## config.mk

```make
export PLATFORM = sky130hd
export DESIGN_NAME = coproc_ctrl_mc
export DESIGN_NICKNAME = d
export VERILOG_FILES = /design/src/rtl/coproc_ctrl_mc.sv
export SDC_FILE = /design/constraint.sdc
export NUM_CORES = 1
export LEC_CHECK = 0
export BUFFER_PORTS_ARGS = -buffer_cell sky130_fd_sc_hd__buf_2
export CAP_MARGIN = 10
export CORE_MARGIN = 2
export CORE_UTILIZATION = 43
export DETAILED_ROUTE_END_ITERATION = 8
export PLACE_DENSITY = 0.81
export SETUP_SLACK_MARGIN = 0.5
export SYNTH_ARGS = -nofsm -noshare
export SYNTH_HDL_FRONTEND = slang
export SYNTH_SLANG_ARGS = --single-unit
export TNS_END_PERCENT = 1
```

## constraint.sdc

```tcl
create_clock -name sys_clk -period 2.45 [get_ports sys_clk]
set_clock_uncertainty 0.2 [all_clocks]
set_input_delay 0.49 -clock sys_clk [delete_from_list [all_inputs] [get_ports sys_clk]]
set_output_delay 0.49 -clock sys_clk [all_outputs]
set_load 0.02 [all_outputs]
```

## src/rtl/coproc_ctrl_mc.sv

```systemverilog
// Multi-channel coprocessor control/status block: per-core go, sticky host interrupt,
// gpu_irq0 pulse and a single-step handshake FSM, with a shared status read-back mux.
module coproc_ctrl_mc #(
    parameter int          NCH     = 2,
    parameter int          SELW    = 1,
    parameter logic [3:0]  VERSION = 4'h2
) (
    input  logic            sys_clk,
    input  logic            reset_n,
    input  logic            ctrlwr,
    input  logic [SELW-1:0] ctrl_sel,
    input  logic [31:0]     ctrl_din,
    input  logic            statrd,
    input  logic [SELW-1:0] stat_sel,
    input  logic [NCH-1:0]  core_stop,
    input  logic [NCH-1:0]  single_stop,
    output logic [15:0]     stat_dout,
    output logic            stat_oe,
    output logic [NCH-1:0]  go,
    output logic [NCH-1:0]  bus_hog,
    output logic [NCH-1:0]  single_step,
    output logic [NCH-1:0]  single_go,
    output logic [NCH-1:0]  gpu_irq0,
    output logic [NCH-1:0]  cpu_int_pend,
    output logic            cpu_int
);

    // state  | meaning
    // S_OFF  | step mode disabled, core free-running under go
    // S_HALT | step mode, waiting for a step command
    // S_STEP | single_go pulse cycle
    // S_WAIT | step issued, waiting for the core's single_stop
    typedef enum logic [1:0] {S_OFF, S_HALT, S_STEP, S_WAIT} step_state_e;

    step_state_e          state_q [NCH];
    step_state_e          state_d [NCH];
    logic [NCH-1:0]       go_q, go_d;
    logic [NCH-1:0]       hog_q, hog_d;
    logic [NCH-1:0]       int_en_q, int_en_d;
    logic [NCH-1:0]       pend_q, pend_d;
    logic [NCH-1:0]       irq0_q, irq0_d;
    logic [NCH-1:0]       wr_hit;

    logic unused_din;
    assign unused_din = ^{ctrl_din[31:12], ctrl_din[10:7]};

    // Out-of-range selects match no channel because the loop index never reaches them.
    always_comb begin
        wr_hit   = '0;
        go_d     = go_q;
        hog_d    = hog_q;
        int_en_d = int_en_q;
        pend_d   = pend_q;
        irq0_d   = '0;
        for (int i = 0; i < NCH; i++) begin
            wr_hit[i] = ctrlwr && (ctrl_sel == SELW'(i));
            if (wr_hit[i]) begin
                go_d[i]     = ctrl_din[0];
                hog_d[i]    = ctrl_din[11];
                int_en_d[i] = ctrl_din[6];
                irq0_d[i]   = ctrl_din[2];
                if (ctrl_din[1])
                    pend_d[i] = 1'b1;
                else if (ctrl_din[5])
                    pend_d[i] = 1'b0;
            end else if (core_stop[i]) begin
                go_d[i] = 1'b0;
            end
        end
    end

    always_comb begin
        for (int i = 0; i < NCH; i++) begin
            state_d[i] = state_q[i];
            case (state_q[i])
                S_OFF:  if (wr_hit[i] && ctrl_din[3]) state_d[i] = S_HALT;
                S_HALT: if (wr_hit[i] && ctrl_din[3] && ctrl_din[4]) state_d[i] = S_STEP;
                S_STEP: state_d[i] = single_stop[i] ? S_HALT : S_WAIT;
                S_WAIT: if (single_stop[i]) state_d[i] = S_HALT;
                default: state_d[i] = S_OFF;
            endcase
            if (wr_hit[i] && !ctrl_din[3])
                state_d[i] = S_OFF;
        end
    end

    always_ff @(posedge sys_clk or negedge reset_n) begin
        if (!reset_n) begin
            go_q     <= '0;
            hog_q    <= '0;
            int_en_q <= '0;
            pend_q   <= '0;
            irq0_q   <= '0;
            for (int i = 0; i < NCH; i++)
                state_q[i] <= S_OFF;
        end else begin
            go_q     <= go_d;
            hog_q    <= hog_d;
            int_en_q <= int_en_d;
            pend_q   <= pend_d;
            irq0_q   <= irq0_d;
            for (int i = 0; i < NCH; i++)
                state_q[i] <= state_d[i];
        end
    end

    always_comb begin
        single_step = '0;
        single_go   = '0;
        stat_dout   = {VERSION, 12'h000};
        for (int i = 0; i < NCH; i++) begin
            single_step[i] = (state_q[i] != S_OFF);
            single_go[i]   = (state_q[i] == S_STEP);
            if (stat_sel == SELW'(i))
                stat_dout = {VERSION, hog_q[i], 4'b0000, int_en_q[i], pend_q[i],
                             (state_q[i] == S_STEP) || (state_q[i] == S_WAIT),
                             (state_q[i] == S_HALT), 2'b00, go_q[i]};
        end
    end

    assign go           = go_q;
    assign bus_hog      = hog_q;
    assign gpu_irq0     = irq0_q;
    assign cpu_int_pend = pend_q;
    assign cpu_int      = |(pend_q & int_en_q);
    assign stat_oe      = statrd;

endmodule

```

# After elaboration in Yosys (flattened, before gate mapping)
# Index checks and enable logic that the tools add are counted.
[classes]
addsub = 0
mul = 0
div = 0
n_lt_le_gt_ge = 0
n_eq_ne = 12
n_shift = 0
mux = 21
n_bitwise = 2
reduce_logical = 23
[op_table]
columns = ["op", "count"]
rows = [
  ["2-to-1 mux 2 bit", 10],
  ["inequality test 3 bit, second input constant", 6],
  ["one-hot mux 2 bit (4 select lines)", 2],
  ["2-to-1 mux 12 bit", 1],
  ["nonzero test 2 bit", 5],
  ["equality test 2 bit, second input constant", 4],
  ["logical AND 1 bit", 8],
  ["2-to-1 mux 1 bit", 8],
  ["AND reduction 3 bit", 2],
  ["equality test 2 x 1 -> 1 bit, second input constant", 2],
  ["logical NOT 2 bit", 2],
  ["AND reduction 2 bit", 2],
  ["AND 2 bit", 1],
  ["logical OR 1 bit", 2],
  ["OR reduction 2 bit", 1],
  ["logical NOT 1 bit", 1],
  ["NOT 1 bit", 1],
]
[word_totals]
ff_bits = 14
latchBits = 0
ramBits = 0
romBits = 0
in_bits = 42
output_inout_bits = 30
word_cells = 69
mem_count = 0

# Logic depth before layout (Yosys ltp)
[logic_depth]
word_depth = 7
mapped_depth = 6
ltp_nobuf = 6

# Worst setup path after synthesis
# No wires, ideal clock.
[synth_path]
path_kind = "reg2out"
start = "register state_q[0] in the netlist's numbering"
end = "output port stat_dout[4]"
arrival_ps = 1196
required_time_ps = 1760
slack_ps = 564
path_stages_with_launch = 5
n_path_buf = 0
cell_sequence = "dfrtp_1 inv_1 ha_1 nor2_1 a21oi_1"
[synth_between]
elab_chain_cells = 3
elab_cells_between_ends = 4
cone_classes = "eq/ne: 2; mux: 1; reduce/logical: 1"
[synth_lines]
columns = ["item", "line", "rtl"]
rows = [
  ["start, declared", "35", "step_state_e state_q [NCH];"],
  ["start signal, assigned by index", "103", "state_q[i] <= state_d[i];"],
  ["equality test 2 bit", "-", ""],
  ["via single_go[1]", "22", "output logic [NCH-1:0] single_go,"],
  ["logical OR 1 bit", "116", "(state_q[i] == S_STEP) || (state_q[i] == S_WAIT),"],
  ["2-to-1 mux 12 bit", "114", "if (stat_sel == SELW'(i))"],
  ["end, declared", "17", "output logic [15:0] stat_dout,"],
]
# The timed path passes the listed nets, and every way through them passes these cells.

# Final worst setup path
[layout_path]
start = "register state_q[2] in the netlist's numbering"
end = "output port stat_dout[4]"
[layout_between]
elab_chain_cells = 3
elab_cells_between_ends = 4
cone_classes = "eq/ne: 2; mux: 1; reduce/logical: 1"
[layout_lines]
columns = ["item", "line"]
rows = [
  ["equality test 2 bit", "116"],
  ["logical OR 1 bit *", "116"],
  ["2-to-1 mux 12 bit *", "114"],
]
# Mark *: on every way between the ends. The rest lies on a longest branch, timed or not.

==> report_table.html <==
<table>
<tr><th>Metric</th><th>Value</th></tr>
<tr><th colspan="2">Run status</th></tr>
<tr><td>Status</td><td>finished, final reports clean</td></tr>
<tr><th colspan="2">Setup path</th></tr>
<tr><td>Type of the worst setup path</td><td>reg -&gt; out</td></tr>
<tr><td>Critical path fanouts, max</td><td>4</td></tr>
<tr><td>Worst setup slack for register-to-register paths</td><td>920 ps</td></tr>
<tr><td>Length in cells of the worst reg-to-reg path</td><td>5</td></tr>
<tr><td>Crit path launch type</td><td>flop</td></tr>
<tr><td>Startpoint of the worst setup timing path</td><td>state_q[2]</td></tr>
<tr><td>Destination of the worst register-to-register timing path</td><td>state_q[1]</td></tr>
<tr><td>Data arrival time of the critical path</td><td>1310 ps</td></tr>
<tr><td>Category of the worst setup path capture point</td><td>output pin</td></tr>
<tr><td>Required time worst endpoint</td><td>1760 ps</td></tr>
<tr><td>Worst Setup EP</td><td>stat_dout[4]</td></tr>
<tr><td>Worst r2r src</td><td>state_q[1]</td></tr>
<tr><th colspan="2">Floorplanning</th></tr>
<tr><td>I/O pin cnt</td><td>72</td></tr>
<tr><td>Placement Rows</td><td>17</td></tr>
<tr><td>Starting density of the core</td><td>0.450</td></tr>
<tr><td>Area of the core region</td><td>0.00219 mm2</td></tr>
<tr><td>Area of the die</td><td>0.00269 mm2</td></tr>
<tr><td>Width of the die</td><td>51.9 um</td></tr>
<tr><td>Chip height</td><td>51.9 um</td></tr>
<tr><th colspan="2">Power</th></tr>
<tr><td>Sw frac</td><td>0.429</td></tr>
<tr><td>Power density over cell area</td><td>847 mW/mm2</td></tr>
<tr><td>Proportion of power drawn by flip-flops and latches</td><td>0.319</td></tr>
<tr><td>Combinational share of power</td><td>0.564</td></tr>
<tr><td>Int Pwr</td><td>610 uW</td></tr>
<tr><td>P_sw</td><td>459 uW</td></tr>
<tr><td>Final Power</td><td>1.07 mW</td></tr>
<tr><td>Pleak</td><td>0.634 nW</td></tr>
<tr><td>Share of power burned in the clock network</td><td>0.118</td></tr>
<tr><td>Peak ir drop on the vdd network</td><td>0.503 mV</td></tr>
<tr><th colspan="2">Global routing</th></tr>
<tr><td>Total routing usage reported by global routing</td><td>0.164</td></tr>
<tr><td>Largest net degree at the start of global routing</td><td>15</td></tr>
<tr><td>Number of antenna violations at the first check in global routing</td><td>0</td></tr>
<tr><td>Total congestion overflow</td><td>0</td></tr>
<tr><td>Vias in the first global route</td><td>777</td></tr>
<tr><td>Wire length of the first global-routing pass</td><td>3390 um</td></tr>
<tr><th colspan="2">STA</th></tr>
<tr><td>Hold Vio Cnt, Final</td><td>0</td></tr>
<tr><td>RSZ-0062 raised after global routing</td><td>true</td></tr>
<tr><td>Count of final max-slew check failures</td><td>0</td></tr>
<tr><td>Final min period</td><td>2000 ps</td></tr>
<tr><td>Final period utilization</td><td>0.817</td></tr>
<tr><td>F_max</td><td>500 MHz</td></tr>
<tr><td>Sum of negative setup slack</td><td>0 ps</td></tr>
<tr><td>Number of failing setup endpoints in the final timing report</td><td>0</td></tr>
<tr><th colspan="2">Route</th></tr>
<tr><td>Number of vias after detailed routing</td><td>875</td></tr>
<tr><td>Iteration-0 DRC Markers</td><td>13</td></tr>
<tr><td>Routed Wire Length</td><td>2180 um</td></tr>
<tr><td>Vias per cell</td><td>5.09</td></tr>
<tr><td>Antenna violation net count after detailed routing</td><td>0</td></tr>
<tr><td>Average routed wire per standard cell</td><td>12.7 um</td></tr>
<tr><td>Number of optimization iterations in the first detailed-route pass</td><td>4</td></tr>
<tr><td>DRC violation count after routing</td><td>0</td></tr>
<tr><th colspan="2">Clock tree</th></tr>
<tr><td>Count of clock tree sinks</td><td>14</td></tr>
<tr><td>CTS tree</td><td>done</td></tr>
<tr><td>Source-to-sink clock delay at the later pin of the worst-skew pair</td><td>270 ps</td></tr>
<tr><td>Deepest clock path buffer count</td><td>2</td></tr>
<tr><td>Reg clk slew, reported paths</td><td>80 ps</td></tr>
<tr><td>Depth of the CTS H-tree</td><td>1</td></tr>
<tr><td>Total CTS buffers</td><td>3</td></tr>
<tr><td>Clock tree root driver cell</td><td>clkbuf_4</td></tr>
<tr><th colspan="2">Yosys</th></tr>
<tr><td>Cell variety after synth</td><td>32</td></tr>
<tr><td>Synth Warn #</td><td>0</td></tr>
<tr><td>Number of synthesized register bits</td><td>14</td></tr>
<tr><td>Share of flip-flops with an asynchronous set or reset</td><td>1.00</td></tr>
<tr><td>Post-Synthesis Cells</td><td>106</td></tr>
<tr><td>Number of enable-type register cells in the synthesized netlist</td><td>0</td></tr>
<tr><td>Syn Area/Cell</td><td>9.30 um2</td></tr>
<tr><td>Mapped cell area</td><td>986 um2</td></tr>
<tr><td>Cell taking the most area after synthesis</td><td>dfrtp_1</td></tr>
<tr><td>Synth top area cells</td><td>dfrtp_1 36%, ha_1 10%, buf_4 9.9%</td></tr>
<tr><td>Sequential area share after synthesis</td><td>0.355</td></tr>
<tr><td>Prevailing post-synth register cell</td><td>dfrtp_1</td></tr>
<tr><td>Top cell type's share of synthesized area</td><td>0.355</td></tr>
<tr><th colspan="2">Cells and area</th></tr>
<tr><td>Synthesis-to-layout area growth</td><td>28.0%</td></tr>
<tr><td>Fraction of layout instances using a drive strength above 1</td><td>0.472</td></tr>
<tr><td>Most common cell after layout, fill and taps aside</td><td>buf_2</td></tr>
<tr><td>Inserted Diodes</td><td>0</td></tr>
<tr><td>Commonest cells after routing, fill and taps aside</td><td>32 x buf_2, 12 x nand2_1, 10 x conb_1, 10 x dfrtp_1, 9 x buf_4</td></tr>
<tr><td>NumNets Final</td><td>196</td></tr>
<tr><th colspan="2">Place</th></tr>
<tr><td>Last weighted congestion value of the routability-driven placer</td><td>0.841</td></tr>
<tr><td># port buffers</td><td>35</td></tr>
<tr><td>Placed wire-length estimate after detailed placement</td><td>1650 um</td></tr>
<tr><th colspan="2">Run</th></tr>
<tr><td>Reported max-cap violation count</td><td>0</td></tr>
<tr><th colspan="2">Worst hold path</th></tr>
<tr><td>Startpoint of the most critical hold path</td><td>ctrl_din[6]</td></tr>
<tr><td>HP Class</td><td>in -&gt; reg</td></tr>
</table>
[worst min-delay path by stage]
| stage | to | slack [ps] | cells after the start |
|---|---|---|---|
| after global placement | int_en_q[1] | 200 | 1 |
| final | int_en_q[0] | 220 | 3 |
| after CTS | int_en_q[0] | 220 | 3 |
| after floorplan | bus_hog[0] | -6 | 0 |
| after global routing | gpu_irq0[0] | 240 | 2 |
| after detailed placement | int_en_q[1] | 210 | 1 |
[final cells by class]
cell class	count	area, um2
Clock buffer	3	22.5
Fill cell	211	928
Inverter	8	30.0
Multi-Input combinational cell	77	582
Sequential cell	14	355
Tap cell	28	35.0
Timing Repair Buffer	42	238
[layer usage]
| metal | global-route usage | routed length, um |
|---|---|---|
| met5 | 0 | 0 |
| met3 | 0.0374 | 157 |
| met1 | 0.207 | 949 |
| met4 | 0.0395 | 8 |
| met2 | 0.281 | 1060 |
[cell usage after synthesis (all sizes together) (2+ instances only)]
cell    count
conb        2
nor2        2
a21oi       6
nand2      13
o21ai       9
ha          8
mux2        6
nand3       2
nor2b       4
buf        15
inv         8
nand2b      3
a22o        2
dfrtp      14
[critical path, cell delays in order (launching register included)]
cell and delay [ps]:
dfrtp_2 430, inv_2 70, ha_4 160, nor3_2 160, a21oi_1 60, buf_4 160
[power groups by stage]
stage                     Clock [mW]  Combinational [mW]  Sequential [mW]
after floorplan                    0               0.364            0.333
after global placement             0               0.472            0.322
after detailed placement           0               0.492            0.327
after CTS                      0.129               0.561            0.335
after global routing           0.136               0.666            0.348
final                          0.126               0.603            0.341
[sequential cells by signal (all words and copies together), names as in the netlist]
register	flops
int_en_q	2
gpu_irq0	2
go	2
bus_hog	2
cpu_int_pend	2
state_q	4
[logic make-up after synthesis]
family,count (synthesis),share of synthesized area
buffers and inverters,23,0.146
AO/OA/AOI/OAI,23,0.155
other,2,0.00762
flip-flops,14,0.355
AND/OR/NAND/NOR,30,0.166
multiplexers,6,0.0685
adder cells (fa/ha/maj),8,0.102
[metrics by stage]
step	worst slack (ps)	instances	utilization	cell area, um2	hold WS (ps)
after floorplan	564	114	-	1020	-5.59
after global placement	573	163	0.511	1120	195
after detailed placement	563	163	0.511	1120	207
after CTS	443	171	0.559	1220	220
after global routing	391	172	0.576	1260	241
final	449	172	0.576	1260	224
[repair_timing]
action	CTS	global route
gates resized for setup	14	8
buffers inserted	4	1
hold endpoints to repair	14	0
endpoints found under the setup margin	2	3
pin swaps	2	0
hold buffers	1	0
Note: power is estimated with default switching activity, not from simulation.
